**src/rtl/cpu_types_pkg.sv**
```systemverilog
// cpu_types_pkg
// Shared datapath types for the pipelined MIPS core.
//   word_t      : 32-bit data word
//   regbits_t   : 5-bit register index
//   mem_state_t : EX/MEM stage sequencer states
//   ex_mem_t    : fields held in the EX/MEM pipeline register
package cpu_types_pkg;

    typedef logic [31:0] word_t;
    typedef logic [4:0]  regbits_t;

    typedef enum logic [1:0] {
        EMPTY  = 2'd0,
        ACCESS = 2'd1,
        READY  = 2'd2,
        HALTED = 2'd3
    } mem_state_t;

    typedef struct packed {
        logic     valid;
        word_t    alu_out;
        word_t    store_data;
        regbits_t wsel;
        logic     regwen;
        logic     memren;
        logic     memwen;
        logic     halt;
    } ex_mem_t;

    // A bubble carries nothing: all fields cleared so no stale destination
    // or request flags can leak out of an empty slot.
    localparam ex_mem_t EX_MEM_BUBBLE = '0;

endpackage

```
**src/rtl/ex_mem_latch.sv**
```systemverilog
// ex_mem_latch
// EX/MEM pipeline register plus MEM-stage data-access sequencer.
// Captures the EX result, drives the data-memory request until dhit, then
// holds the completed result for the MEM/WB latch.
// Ports:
//   CLK, RST (async, active-high)
//   ex_*            : EX-stage entry to capture
//   advance, flush  : hazard-unit latch enable / bubble insert
//   dhit, dmemload  : dcache completion and load data
//   dmemREN/WEN, dmemaddr, dmemstore : data request
//   mem_busy        : access outstanding, upstream must stall
//   reg_wr_mem, mem_fwd_data : forwarding source
//   mem_valid, mem_wsel, mem_regwen, mem_wdat, mem_halt : MEM/WB result
//   halted          : sticky halt
module ex_mem_latch
    import cpu_types_pkg::*;
(
    input  logic        CLK,
    input  logic        RST,
    input  logic        ex_valid,
    input  logic [31:0] ex_alu_out,
    input  logic [31:0] ex_store_data,
    input  logic [4:0]  ex_wsel,
    input  logic        ex_regwen,
    input  logic        ex_memren,
    input  logic        ex_memwen,
    input  logic        ex_halt,
    input  logic        advance,
    input  logic        flush,
    input  logic        dhit,
    input  logic [31:0] dmemload,
    output logic        dmemREN,
    output logic        dmemWEN,
    output logic [31:0] dmemaddr,
    output logic [31:0] dmemstore,
    output logic        mem_busy,
    output logic [4:0]  reg_wr_mem,
    output logic [31:0] mem_fwd_data,
    output logic        mem_valid,
    output logic [4:0]  mem_wsel,
    output logic        mem_regwen,
    output logic [31:0] mem_wdat,
    output logic        mem_halt,
    output logic        halted
);

    mem_state_t state_q;
    ex_mem_t    entry_q;
    word_t      load_data_q;

    // Single sequential FSM. EMPTY and READY both accept a new entry; ACCESS
    // ignores advance (mem_busy is high) and HALTED only leaves through RST.
    always_ff @(posedge CLK or posedge RST) begin
        if (RST) begin
            state_q     <= EMPTY;
            entry_q     <= EX_MEM_BUBBLE;
            load_data_q <= '0;
        end else begin
            case (state_q)
                ACCESS: begin
                    // A store completes the same way, it just has no data.
                    if (dhit) begin
                        if (entry_q.memren) begin
                            load_data_q <= dmemload;
                        end
                        state_q <= READY;
                    end
                end
                HALTED: begin
                    state_q <= HALTED;
                end
                default: begin
                    if (advance) begin
                        if (flush || !ex_valid) begin
                            entry_q <= EX_MEM_BUBBLE;
                            state_q <= EMPTY;
                        end else begin
                            entry_q.valid      <= 1'b1;
                            entry_q.alu_out    <= ex_alu_out;
                            entry_q.store_data <= ex_store_data;
                            entry_q.wsel       <= ex_wsel;
                            entry_q.regwen     <= ex_regwen;
                            entry_q.memren     <= ex_memren;
                            entry_q.memwen     <= ex_memwen;
                            entry_q.halt       <= ex_halt;
                            if (ex_halt) begin
                                state_q <= HALTED;
                            end else if (ex_memren || ex_memwen) begin
                                state_q <= ACCESS;
                            end else begin
                                state_q <= READY;
                            end
                        end
                    end
                end
            endcase
        end
    end

    // Request lines decode directly from the registered state so an
    // asynchronous reset drops them without waiting for a clock edge.
    assign mem_busy  = (state_q == ACCESS);
    assign dmemREN   = mem_busy && entry_q.memren;
    assign dmemWEN   = mem_busy && entry_q.memwen;
    assign dmemaddr  = entry_q.alu_out;
    assign dmemstore = entry_q.store_data;

    assign mem_valid  = (state_q == READY) || (state_q == HALTED);
    assign mem_wdat   = entry_q.memren ? load_data_q : entry_q.alu_out;
    assign mem_fwd_data = mem_wdat;
    assign mem_wsel   = entry_q.wsel;
    assign mem_regwen = entry_q.regwen;
    assign mem_halt   = (state_q == HALTED) && entry_q.halt;
    assign halted     = (state_q == HALTED);

    // Register 0 is hardwired; never offer it as a forwarding destination.
    assign reg_wr_mem = (entry_q.valid && entry_q.regwen && (entry_q.wsel != 5'd0))
                        ? entry_q.wsel : 5'd0;

endmodule
```
**config.mk**
```make
export PLATFORM = sky130hd
export DESIGN_NAME = ex_mem_latch
export DESIGN_NICKNAME = d
export VERILOG_FILES = /design/src/rtl/cpu_types_pkg.sv /design/src/rtl/ex_mem_latch.sv
export SDC_FILE = /design/constraint.sdc
export NUM_CORES = 1
export LEC_CHECK = 0
export ABC_AREA = 1
export CORE_UTILIZATION = 42
export DETAILED_ROUTE_END_ITERATION = 10
export GPL_TIMING_DRIVEN = 0
export PLACE_DENSITY = 0.82
export SETUP_SLACK_MARGIN = 0.5
export SLEW_MARGIN = 20
export SYNTH_ARGS = -nofsm -noshare
export SYNTH_HDL_FRONTEND = slang
export SYNTH_SLANG_ARGS = --single-unit
```
**constraint.sdc**
```tcl
create_clock -name CLK -period 4.3 [get_ports CLK]
set_input_delay 0.86 -clock CLK [delete_from_list [all_inputs] [get_ports CLK]]
set_output_delay 0.86 -clock CLK [all_outputs]
set_load 0.02 [all_outputs]
```
**Word level (Yosys, flattened, before mapping)**

Index checks and enable logic that the tools add are counted.

- Flip-flop bits (word level): 108
- Latch bits: 0
- Bits in writable memories: 0
- Bits in read-only memories: 0
- Input port bits: 111
- Output and inout port bits: 145
- Logic and storage cells: 39
- Memories kept: 0

- Add/sub/neg operators: 0
- Multipliers: 0
- Divide/modulo/power cells: 0
- Magnitude comparators: 0
- Equal/unequal tests: 4
- Shifts and indexed selects: 0
- Muxes and demuxes: 9
- Bitwise logic cells: 1
- Reductions and logical operators: 15

Operators with widths:

| operator | number |
|---|---|
| 2-to-1 mux 74 bit | 1 |
| 2-to-1 mux 32 bit | 1 |
| 2-to-1 mux 2 bit | 5 |
| logical AND 1 bit | 5 |
| 2-to-1 mux 5 bit | 1 |
| nonzero test 5 bit | 1 |
| == test 2 bit, second input constant | 2 |
| one-hot mux 2 bit (2 select lines) | 1 |
| AND reduction 2 bit | 2 |
| logical OR 1 bit | 3 |
| AND reduction 3 bit | 1 |
| nonzero test 3 bit | 1 |
| == test 2 x 1 -> 1 bit, second input constant | 1 |
| inequality test 2 bit, second input constant | 1 |
| OR reduction 2 bit | 1 |
| zero test 1 bit | 1 |
| inverter 1 bit | 1 |

**Longest topological paths before layout**

- Depth in word-level cells: 6
- Mapped depth: 6
- Gate-level depth less buffers: 5

**Worst setup path before layout**

Ideal clock, no wire load.

- Path type: reg-to-output
- Start point: register entry_q[2] in the netlist's numbering
- End point: output mem_wdat[22]
- Data arrival time: 1.217 ns
- Data required time: 3.440 ns
- Slack: 2.223 ns
- Cell stages (with the launch flop): 6
- Path buffers: 2
- Cell sequence: dfrtp_1 > inv_1 > clkbuf_1 > nand2_1 > nand2_1 > buf_4

- Cells in the longest elaborated chain, start to end: 1

RTL lines:

| element | RTL line | source |
|---|---|---|
| start: declaration | ex_mem_latch.sv:48 | `ex_mem_t entry_q;` |
| 2-to-1 mux 32 bit | ex_mem_latch.sv:109 | `assign mem_wdat = entry_q.memren ? load_data_q : entry_q.alu_out;` |
| end: declaration | ex_mem_latch.sv:42 | `output logic [31:0] mem_wdat,` |

Every way passes these cells.

**Final worst setup path**

- Start point: register entry_q[2] in the netlist's numbering
- End point: output mem_wdat[13]

Same word-level chain as after synthesis.

==> impl_metrics.env <==
export IMPL_io_buffers=254
export IMPL_post_cts_resized=0
export IMPL_regArea_um2=2700
export IMPL_fin_crit_ns=3.22
export IMPL_drive_gt1_share_pct=15.4
export IMPL_drv_cap=0
export IMPL_postLayoutSetupSlackWorst_ns=1.08
export IMPL_multi_input_area_um2=1770
export IMPL_num_vias=5151
export IMPL_die_w_um=116
export IMPL_slew_headroom_pct=62.8
export IMPL_fin_total_pwr_mw=3.30
export IMPL_slowest_stage="clkdlybuf4s50_1"
export IMPL_grt_overflow=0
export IMPL_synthFlopType="dfrtp_1"
export IMPL_ant_nets=0
export IMPL_r2r_cells=6
export IMPL_cellPowerDensity_nw_per_um2=385
export IMPL_clock_latency_ns=0.36
export IMPL_core_um2=12700
export IMPL_cts_root_buffer="clkbuf_16"
export IMPL_track_usage_pct=24.0
export IMPL_synth_top_area_share_pct=49.1
export IMPL_wl_met1_um=6590
export IMPL_clock_sinks=108
export IMPL_fp_row_count=41
export IMPL_die_y_um=116
export IMPL_fin_util_pct=67.7
export IMPL_reg2reg_from="state_q[0]$_DFFE_PP0P_"
export IMPL_antenna_found_initial=0
export IMPL_whs_path_depth=2
export IMPL_die_area_um2=13600
export IMPL_outcome="finished, final reports clean"
export IMPL_hpwl_um=12100
export IMPL_start_util_pct=43.4
export IMPL_ys_warn_count=0
export IMPL_grt_first_pass_wirelength_um=24600
export IMPL_cts_setup_buffers=0
export IMPL_fin_skew_ns=0.0114
export IMPL_met2WireLength_um=7920
export IMPL_vdd_drop_max_uv=258
export IMPL_clkSlewWorstSetupHoldPaths_ns=0.07
export IMPL_hp_class="flip-flop to flip-flop"
export IMPL_endpoint_kind="output port"
export IMPL_path_common_cell="nand2_1"
export IMPL_cp_data_required_time_ns=3.44
export IMPL_first_global_vias=4901
export IMPL_max_slew_worst_pin_slew_ns=0.559
export IMPL_synth_enable_flop_cells=0
export IMPL_postSynthAreaPerCell_um2=7.80
export IMPL_post_synth_num_cell_types=15
export IMPL_dr_pass1_iters=4
export IMPL_drcViolationCount=0
export IMPL_yosysSeqAreaShare_pct=49.1
export IMPL_fill_cells=1067
export IMPL_finalHoldViolations=0
export IMPL_netlist_top_cells_area="dfrtp_1 (49%), nand2_1 (26%), buf_4 (15%)"
export IMPL_gp_congestion=0.787
export IMPL_syn_nets=816
export IMPL_met3_length_um=1050
export IMPL_path_class="flip-flop to output port"
export IMPL_htreeDepth=3
export IMPL_viasPerCell=4.49
export IMPL_slew_viol_final=0
export IMPL_setup_viol=0
export IMPL_period_share_pct=74.8
export IMPL_cellLeakagePower_nw=4.46
export IMPL_critPathMaxStageDelay_ns=0.59
export IMPL_post_place_ws_ns=1.45
export IMPL_synth_seq_cells=108
export IMPL_dr_max_layer_used="met4"
export IMPL_fin_nets=1082
export IMPL_cp_arrival_ns=2.36
export IMPL_synth_area_um2=5500
export IMPL_rsz0062_at_grt="false"
export IMPL_yosysMostFrequentCell="nand2_1"
export IMPL_cts_made_buffers=9
export IMPL_cp_start_kind="flip-flop"
export IMPL_synth_area_leader_cell="dfrtp_1"
export IMPL_area_growth_pct=55.9
export IMPL_yosys_top_cells_count="nand2_1 (385), buf_4 (113), dfrtp_1 (108)"
export IMPL_critPathMaxFanout=10
export IMPL_path_cells="inv_1 -> clkbuf_1 -> nand2_1 -> nand2_1 -> buf_4 -> clkdlybuf4s50_1"
export IMPL_r2r_end="dmemaddr[31]$_DFFE_PP0P_"
export IMPL_r2r_setup_slack_ns=2.84
export IMPL_synthCells=705
export IMPL_cts_tree="yes"
export IMPL_clock_path_buffers=2
export IMPL_max_freq_mhz=311
export IMPL_grt_max_degree=78
export IMPL_worstHoldStart="load_data_q[20]$_DFFE_PP0P_"
export IMPL_drt_total_wl_um=15800
export IMPL_drtIter0Drc=311
export IMPL_n_antenna_cell=0
export IMPL_ioPinCount=256
export IMPL_min_to="load_data_q[20]$_DFFE_PP0P_"
export IMPL_avgRoutedWirePerCell_um=13.8
export IMPL_async_reset_ff_share_pct=100
export IMPL_postCtsHoldBufs=0
==> flip-flops by register name, summed over array words and instances, names as in the netlist <==
| register | flops |
|---|---|
| dmemaddr | 32 |
| dmemstore | 32 |
| entry_q | 4 |
| load_data_q | 32 |
| mem_regwen | 1 |
| mem_wsel | 5 |
| state_q | 2 |
==> routing by layer <==
layer | track usage [%] | vias up
met5 | 0 | -
met1 | 30.3 | 2381
li1 | - | 2586
met2 | 40.4 | 165
met3 | 5.86 | 19
met4 | 8.12 | 0
==> worst max-delay path: cells and delay by family, from the launching register on <==
kind          cells  cell delay (ns)
buf+inv           4             1.32
simple gates      2             0.25
flops             1             0.43
==> power by group <==
part           total (mW)  leakage, nW  switching [mW]  internal, mW
sequential           1.33         1.45           0.122          1.21
combinational        1.17         2.86           0.575         0.591
clock               0.811        0.142           0.385         0.426
total                3.30         4.46            1.08          2.22
==> worst max-delay path by stage <==
stage / endpoint / startpoint
4_1_cts: mem_wdat[13] / entry_q[2]$_DFFE_PP0P_
3_3_place_gp: mem_wsel[1]$_DFFE_PP0P_ / RST
2_1_floorplan: dmemaddr[0]$_DFFE_PP0P_ / RST
5_1_grt: mem_wdat[30] / entry_q[2]$_DFFE_PP0P_
6_report: mem_wdat[13] / entry_q[2]$_DFFE_PP0P_
3_5_place_dp: mem_wdat[13] / entry_q[2]$_DFFE_PP0P_
==> placed cells by master (no fill, tap or decap), types with 5 or more instances in the layout <==
| master | instances |
|---|---|
| buf_4 | 113 |
| clkdlybuf4s50_1 | 254 |
| dfrtp_1 | 108 |
| clkbuf_1 | 10 |
| nor2_1 | 11 |
| nand4_1 | 32 |
| o21ai_0 | 5 |
| clkbuf_16 | 9 |
| inv_1 | 18 |
| buf_2 | 14 |
| nand2_1 | 385 |
==> area by class of cell <==
cell class                 count  share of cell area [%]
buffer                       137                    11.1
timing repair buffer         255                    30.0
multi-input combinational    440                    20.6
clock buffer                  11                    2.95
clock inverter                 5                   0.408
inverter                      20                   0.933
tap                          172                    2.51
sequential                   108                    31.5
==> kinds of logic (layout without fill, tap and decap cells) <==
group / after synthesis / after routing / share of synthesized area (%)
buffers and inverters: 157 / 428 / 18.7
AO/OA/AOI/OAI: 6 / 6 / 0.591
AND/OR/NAND/NOR: 434 / 434 / 31.5
flip-flops: 108 / 108 / 49.1
==> per-stage QoR <==
step | setup TNS [ns] | cells | hold WS (ns) | instance area, um^2
final | 0 | 1148 | 0.472 | 8580
after detailed placement | 0 | 1132 | 0.459 | 8290
after floorplan | 0 | 705 | 0.442 | 5500
after CTS | 0 | 1148 | 0.475 | 8580
after global placement | -115.82 | 1131 | 0.452 | 8260
after global routing | 0 | 1148 | 0.490 | 8580
Power figures use the tool's default switching activity.
